### config.mk
export PLATFORM = sky130hd
export DESIGN_NAME = ex_stage
export DESIGN_NICKNAME = d
export VERILOG_FILES = /design/src/rtl/ex_stage.sv
export SDC_FILE = /design/constraint.sdc
export NUM_CORES = 1
export LEC_CHECK = 0
export BUFFER_PORTS_ARGS = -buffer_cell sky130_fd_sc_hd__clkbuf_2
export CAP_MARGIN = 20
export CORE_MARGIN = 3
export CORE_UTILIZATION = 45
export DETAILED_ROUTE_END_ITERATION = 10
export PLACE_DENSITY = 0.61
export SYNTH_ARGS = -nofsm -noshare
export SYNTH_HDL_FRONTEND = slang
export SYNTH_SLANG_ARGS = --single-unit
### constraint.sdc
create_clock -name clk -period 6.4 [get_ports clk]
set_input_delay 1.6 -clock clk [delete_from_list [all_inputs] [get_ports clk]]
set_output_delay 1.6 -clock clk [all_outputs]
set_load 0.005 [all_outputs]
### src/rtl/ex_stage.sv
// Execute stage: single-cycle ALU, 32-iteration MUL/DIVU/REMU unit and the EX->MEM register.
module ex_stage #(
   parameter int unsigned DATA_W  = 32,
   parameter int unsigned MD_ITER = 32
) (
   input  logic              clk,
   input  logic              reset,
   input  logic              mem_stall,
   input  logic [DATA_W-1:0] pc_EX,
   input  logic [DATA_W-1:0] R1_data_EX,
   input  logic [DATA_W-1:0] R2_data_EX,
   input  logic [4:0]        R3_addr_EX,
   input  logic [5:0]        func_EX,
   input  logic              opr_alu1_EX,
   input  logic [1:0]        opr_alu2_EX,
   input  logic              mem_rw_EX,
   input  logic [1:0]        R3_dcntrl_EX,
   input  logic [DATA_W-1:0] imm_sgn_extd_EX,
   input  logic [5:0]        opcode_EX,
   output logic              ex_stall,
   output logic [DATA_W-1:0] alu_result_MEM,
   output logic [DATA_W-1:0] store_data_MEM,
   output logic [4:0]        R3_addr_MEM,
   output logic              mem_rw_MEM,
   output logic [1:0]        R3_dcntrl_MEM,
   output logic [5:0]        opcode_MEM
);

   localparam logic [5:0] FnSll  = 6'h00;
   localparam logic [5:0] FnSrl  = 6'h02;
   localparam logic [5:0] FnSra  = 6'h03;
   localparam logic [5:0] FnMul  = 6'h18;
   localparam logic [5:0] FnDivu = 6'h1A;
   localparam logic [5:0] FnRemu = 6'h1B;
   localparam logic [5:0] FnAdd  = 6'h20;
   localparam logic [5:0] FnSub  = 6'h22;
   localparam logic [5:0] FnAnd  = 6'h24;
   localparam logic [5:0] FnOr   = 6'h25;
   localparam logic [5:0] FnXor  = 6'h26;
   localparam logic [5:0] FnSlt  = 6'h2A;

   typedef enum logic [1:0] {StIdle, StBusy, StDone} state_e;

   state_e state_q, state_d;

   logic [DATA_W-1:0] op_a, op_b, alu_res, md_res;
   logic              is_md, md_start, bubble;

   // Multiply/divide working registers
   logic [DATA_W-1:0] a_q, a_d, b_q, b_d, acc_q, acc_d, quo_q, quo_d;
   logic [5:0]        func_q, func_d;
   logic [5:0]        cnt_q, cnt_d;
   logic [DATA_W:0]   rem_sh;
   logic              rem_ge;

   // Operand selection
   always_comb begin
      op_a = opr_alu1_EX ? pc_EX : R1_data_EX;
      case (opr_alu2_EX)
         2'd0:    op_b = R2_data_EX;
         2'd1:    op_b = imm_sgn_extd_EX;
         2'd2:    op_b = DATA_W'(4);
         default: op_b = '0;
      endcase
   end

   // Single-cycle ALU
   always_comb begin
      alu_res = '0;
      case (func_EX)
         FnAdd:   alu_res = op_a + op_b;
         FnSub:   alu_res = op_a - op_b;
         FnAnd:   alu_res = op_a & op_b;
         FnOr:    alu_res = op_a | op_b;
         FnXor:   alu_res = op_a ^ op_b;
         FnSlt:   alu_res = {{(DATA_W-1){1'b0}}, $signed(op_a) < $signed(op_b)};
         FnSll:   alu_res = op_a << op_b[4:0];
         FnSrl:   alu_res = op_a >> op_b[4:0];
         FnSra:   alu_res = $signed(op_a) >>> op_b[4:0];
         default: alu_res = '0;
      endcase
   end

   assign is_md    = (func_EX == FnMul) || (func_EX == FnDivu) || (func_EX == FnRemu);
   assign md_start = (state_q == StIdle) && is_md && !mem_stall;
   assign bubble   = ((state_q == StIdle) && is_md) || (state_q == StBusy);
   assign ex_stall = mem_stall || ((state_q == StIdle) && is_md) || (state_q == StBusy);

   // FSM next state
   always_comb begin
      state_d = state_q;
      unique case (state_q)
         StIdle: if (md_start) state_d = StBusy;
         StBusy: if (cnt_q == 6'(MD_ITER - 1)) state_d = StDone;
         StDone: if (!mem_stall) state_d = StIdle;
         default: state_d = StIdle;
      endcase
   end

   // Restoring divide step: shift next dividend bit into the partial remainder
   assign rem_sh = {acc_q, a_q[DATA_W-1]};
   assign rem_ge = rem_sh >= {1'b0, b_q};

   // Iterator next state: shift-add multiply or restoring divide, one bit per cycle
   always_comb begin
      a_d    = a_q;
      b_d    = b_q;
      acc_d  = acc_q;
      quo_d  = quo_q;
      func_d = func_q;
      cnt_d  = cnt_q;
      if (md_start) begin
         a_d    = op_a;
         b_d    = op_b;
         acc_d  = '0;
         quo_d  = '0;
         func_d = func_EX;
         cnt_d  = '0;
      end else if (state_q == StBusy) begin
         cnt_d = cnt_q + 6'd1;
         a_d   = a_q << 1;
         if (func_q == FnMul) begin
            acc_d = acc_q + (b_q[0] ? a_q : '0);
            b_d   = b_q >> 1;
         end else begin
            acc_d = rem_ge ? DATA_W'(rem_sh - {1'b0, b_q}) : rem_sh[DATA_W-1:0];
            quo_d = {quo_q[DATA_W-2:0], rem_ge};
         end
      end
   end

   assign md_res = (func_q == FnDivu) ? quo_q : acc_q;

   // FSM state and iterator registers
   always_ff @(posedge clk) begin
      if (reset) begin
         state_q <= StIdle;
         a_q     <= '0;
         b_q     <= '0;
         acc_q   <= '0;
         quo_q   <= '0;
         func_q  <= '0;
         cnt_q   <= '0;
      end else begin
         state_q <= state_d;
         a_q     <= a_d;
         b_q     <= b_d;
         acc_q   <= acc_d;
         quo_q   <= quo_d;
         func_q  <= func_d;
         cnt_q   <= cnt_d;
      end
   end

   // EX->MEM register: reset, hold, bubble, then capture
   always_ff @(posedge clk) begin
      if (reset || (!mem_stall && bubble)) begin
         alu_result_MEM <= '0;
         store_data_MEM <= '0;
         R3_addr_MEM    <= '0;
         mem_rw_MEM     <= 1'b0;
         R3_dcntrl_MEM  <= '0;
         opcode_MEM     <= '0;
      end else if (!mem_stall) begin
         alu_result_MEM <= (state_q == StDone) ? md_res : alu_res;
         store_data_MEM <= R2_data_EX;
         R3_addr_MEM    <= R3_addr_EX;
         mem_rw_MEM     <= mem_rw_EX;
         R3_dcntrl_MEM  <= R3_dcntrl_EX;
         opcode_MEM     <= opcode_EX;
      end
   end

endmodule

[After elaboration in Yosys (flattened, before gate mapping)]
Index checks and enable logic that the tools add are counted.
Cells by class
  equal/unequal tests: 21
  muxes and demuxes: 17
  shift-type cells: 3
  reduce and logical (&&, ||, !) cells: 19
  add/sub/neg operators: 5
  order comparisons: 2
  bitwise logic cells: 4
Operators by type and width (count)
  $mux W32: 11
  $pmux W32 S9: 1
  $pmux W32 S3: 1
  $add A32 B32 Y32: 2
  $sub A32 B32 Y32: 2
  $eq A6 B5 Y1 const B: 6
  $eq A6 B6 Y1 const B: 6
  $ge A33 B32 Y1: 1
  $and A32 B32 Y32: 1
  $lt A32 B32 Y1: 1
  $or A32 B32 Y32: 1
  $shl A32 B5 Y32: 1
  $shr A32 B5 Y32: 1
  $sshr A32 B5 Y32: 1
  $xor A32 B32 Y32: 1
  $eq A6 B2 Y1 const B: 2
  $add A6 B1 Y6 const B: 1
  $logic_not A6 Y1: 1
  $logic_or A1 B1 Y1: 6
  $mux W2: 3
  $pmux W2 S3: 1
  $eq A2 B1 Y1 const B: 2
  $eq A2 B2 Y1 const B: 2
  $logic_not A2 Y1: 2
  other kinds (9): 14
Word-level totals
  output and inout port bits: 79
  word-level logic and storage cells: 84
  flip-flop bits (word level): 220
  bits of input ports: 154

[Depth between registers and ports, before layout]
  depth in word-level cells: 7
  gate-level depth with buffers: 19
  mapped depth without buffers: 15

[Least setup slack after synthesis]
No wires, ideal clock.
  path type: input port to flip-flop
  from: input opr_alu2_EX[1]
  to: register alu_result_MEM[20]
  data required time: 6.268 ns
  buffers on the path: 6
  data arrival time: 5.350 ns
  setup time: 0.132 ns
  stages: 19
  path slack: 0.919 ns
  path through: clkbuf_1 buf_2 clkbuf_1 buf_2 buf_1 nor2_1 inv_1 ha_1 buf_4 nor2b_2 or4_4 o21ai_4 o31ai_2 a21oi_2 o31ai_1 o41a_1 a221o_1 a2111oi_1 nor3_1
On the way
  word-level cells in the longest chain between the ends: 5
  elaborated cells between the ends (all ways): 14
  those cells by class: 2 x add/sub; 2 x eq/ne; 3 x shift; 3 x mux; 3 x bitwise; 1 x reduce/logical
RTL lines
  start, declared: RTL line 15  | input logic [1:0] opr_alu2_EX,
  $eq A2 B2 Y1 (tied with other cells): RTL line 59  | case (opr_alu2_EX)
  $pmux W32 S3 (*): RTL line 59
  $sub A32 B32 Y32 (tied with other cells): RTL line 72  | FnSub: alu_res = op_a - op_b;
  $pmux W32 S9 (*): RTL line 70  | case (func_EX)
  $mux W32 (*): RTL line 165  | alu_result_MEM <= (state_q == StDone) ? md_res : alu_res;
  end signal, assigned: RTL line 165
  end, declared: RTL line 21  | output logic [DATA_W-1:0] alu_result_MEM,
Every way passes the cells marked *; elsewhere a longest branch is shown, timed or not.
A chain may end at the register's enable or synchronous reset.

[Final worst setup path]
  from: input opr_alu2_EX[0]
  to: register alu_result_MEM[30]
Same word-level chain as after synthesis.

==> flow_metrics.env <==
export IMPL_vdd_drop_max_mv=0.207
export IMPL_grt_overflow=0
export IMPL_crit_start="opr_alu2_EX[0]"
export IMPL_drc=0
export IMPL_final_common_cell="nand2_1"
export IMPL_min_to="alu_result_MEM[1]$_SDFFE_PP0N_"
export IMPL_h_tree_depth=1
export IMPL_p_leak_nw=10.7
export IMPL_grt_pass1_vias=23500
export IMPL_relSlewSlack=0.166
export IMPL_start_util=0.459
export IMPL_routed_wl_um=109000
export IMPL_status="completed"
export IMPL_r2r_start="acc_q[2]$_SDFFE_PP0P_"
export IMPL_crit_fanout=22
export IMPL_grt_pass1_wl_um=156000
export IMPL_hpwl_um=85400
export IMPL_grt_antenna_before_repair=7
export IMPL_routed_via_count=25700
export IMPL_rsz0062_at_grt="no"
export IMPL_drt_antenna_violating_nets=0
export IMPL_crit_path_end_kind="flop"
export IMPL_reg2reg_depth=12
export IMPL_pin_count=233
export IMPL_cts_sinks=220
export IMPL_cp_start_kind="input port"
export IMPL_whs_path_depth=2
export IMPL_post_cts_resized=0
export IMPL_setup_ws_ns=0.799
export IMPL_arrival_ns=6.05
export IMPL_r2r_end="acc_q[3]$_SDFFE_PP0P_"
export IMPL_syn_to_final_growth_pct=12.1
export IMPL_syn_avg_cell_area_um2=7.19
export IMPL_rows=80
export IMPL_critPathKind="input port to flop"
export IMPL_layout_drive_gt1_share=0.145
export IMPL_maxCapViolations=0
export IMPL_insertion_delay_ns=0.58
export IMPL_worstHoldStart="alu_result_MEM[1]$_SDFFE_PP0N_"
export IMPL_fill_cells=4879
export IMPL_rrSetupSlack_ns=2.17
export IMPL_synth_edf_count=0
export IMPL_wire_per_inst_um=28.0
export IMPL_synth_top_area_cell="dfxtp_1"
export IMPL_postSynthCellCount=3073
export IMPL_finalCritPeriodShare=0.875
export IMPL_finalClockSkew_ns=0.0312
export IMPL_async_flop_share=0
export IMPL_drv_slew=0
export IMPL_synthesis_nets=3393
export IMPL_core_um2=48100
export IMPL_tightest_slew_ns=1.25
export IMPL_cts_setup_buffers=0
export IMPL_multi_input_area_um2=16200
export IMPL_num_nets_final=3519
export IMPL_fin_area_um2=24800
export IMPL_dieHeight_um=228
export IMPL_mostFrequentLayoutCells="nand2_1 (366), nor2_1 (331), a21oi_1 (310), clkbuf_2 (231), dfxtp_1 (220)"
export IMPL_hold_buffers=0
export IMPL_ys_warn_count=0
export IMPL_cts_tree="yes"
export IMPL_cp_required_ns=6.85
export IMPL_dieArea_um2=51800
export IMPL_hold_class="flop to flop"
export IMPL_port_buffers=232
export IMPL_finalSetupTns_ns=0
export IMPL_synth_top_area_share=0.199
export IMPL_ys_types=95
export IMPL_clockRootBuffer="clkbuf_16"
export IMPL_yosys_top_cells_area="dfxtp_1 (20%), ha_1 (9.2%), mux2i_1 (7.7%)"
export IMPL_cts_buffers=27
export IMPL_synth_seq_cells=220
export IMPL_track_usage=0.403
export IMPL_drt_first_pass_iters=6
export IMPL_clk_path_buf_depth=3
export IMPL_min_period_ns=5.60
export IMPL_grt_max_degree=126
export IMPL_finalHoldViolCount=0
export IMPL_yosysSeqAreaShare=0.199
export IMPL_postPlaceCellArea_um2=23800
export IMPL_setup_violations=0
export IMPL_fmax_mhz=179
export IMPL_regArea_um2=4400
export IMPL_chipWidth_um=228
export IMPL_p_per_area_nw_per_um2=202
export IMPL_pre_cts_slack_ns=0.424
export IMPL_synth_cell_area_um2=22100
export IMPL_synthFlopType="dfxtp_1"
export IMPL_path_clk_slew_ns=0.07
export IMPL_via_per_inst=6.63
export IMPL_routabilityCongestion=1.09
export IMPL_first_iter_violations=3389
[through the flow]
step | power, mW | hold WS (ns) | instances | util
6_report | 5.00 | 0.460 | 3876 | 0.514
5_1_grt | 5.18 | 0.486 | 3875 | 0.514
4_1_cts | 4.93 | 0.465 | 3873 | 0.514
3_5_place_dp | 3.28 | 0.456 | 3824 | 0.494
3_3_place_gp | 3.28 | 0.443 | 3824 | 0.494
2_1_floorplan | 2.68 | 0.431 | 3073 | -
[power breakdown]
| group | switching [mW] | internal [mW] |
|---|---|---|
| clock network | 0.675 | 0.983 |
| logic | 1.24 | 0.653 |
| registers | 0.0405 | 1.41 |
[layer usage]
layer	routed length (um)	vias to the layer above	global-route usage
li1	-	11500	-
met1	45400	12300	0.560
met2	43800	1697	0.576
met3	12500	303	0.0967
met4	6840	4	0.209
met5	23	-	0
[worst max-delay path, cell delays in order]
cell	delay, ns
clkbuf_2	0.34
buf_4	0.44
mux2i_1	0.13
nor2_1	0.50
inv_1	0.15
ha_1	0.57
inv_1	0.15
nor3_1	0.31
nand2_1	0.18
or4_1	0.45
o21ai_1	0.33
a31oi_1	0.22
o31a_1	0.30
a221oi_1	0.30
nor3_1	0.07
[synthesized netlist by cell type (all sizes together) (63+ instances only)]
cell      n
a311oi   63
a21oi   311
o21ai   183
buf      72
inv     156
nand3    63
ha      162
nand2   366
clkbuf  144
nor2    334
nor3     79
mux2i   171
dfxtp   220
[state kept, by name, indices dropped and copies added (netlist names)]
| register | count |
|---|---|
| R3_addr_MEM | 5 |
| R3_dcntrl_MEM | 2 |
| a_q | 32 |
| acc_q | 32 |
| alu_result_MEM | 32 |
| b_q | 32 |
| cnt_q | 6 |
| func_q | 6 |
| mem_rw_MEM | 1 |
| opcode_MEM | 6 |
| quo_q | 32 |
| state_q | 2 |
| store_data_MEM | 32 |
[cell families (layout without fill, tap and decap cells)]
kind of cell | count (synthesis) | count (layout) | synth area share
and+or+nand+nor | 1026 | 1026 | 0.207
AOI/OAI and AO/OA | 995 | 995 | 0.296
buffers and inverters | 375 | 521 | 0.0684
muxes | 229 | 229 | 0.109
DFF | 220 | 220 | 0.199
adders and majority gates | 166 | 166 | 0.0954
xor gates and xnor gates | 62 | 62 | 0.0246
other | 0 | 1 | 0
[how the worst max path moves through the flow]
| stage | end | slack [ns] | cells after the start |
|---|---|---|---|
| finish | alu_result_MEM[30]$_SDFFE_PP0N_ | 0.80 | 15 |
| global route | alu_result_MEM[27]$_SDFFE_PP0N_ | 0.65 | 15 |
| CTS | alu_result_MEM[30]$_SDFFE_PP0N_ | 1.01 | 15 |
| detailed placement | alu_result_MEM[30]$_SDFFE_PP0N_ | 0.42 | 15 |
| global placement | alu_result_MEM[30]$_SDFFE_PP0N_ | 0.47 | 15 |
| floorplan | alu_result_MEM[20]$_SDFFE_PP0N_ | 0.92 | 19 |
[cell type report]
type,count,share of cell area
clock inverters,15,0.00778
well taps,656,0.0331
repair buffers,313,0.0724
multi-input cells,2478,0.655
flip-flops and latches,220,0.178
clock buffers,34,0.0300
diodes,1,0.000101
inverters,159,0.0241
Note: power is estimated with default switching activity, not from simulation.
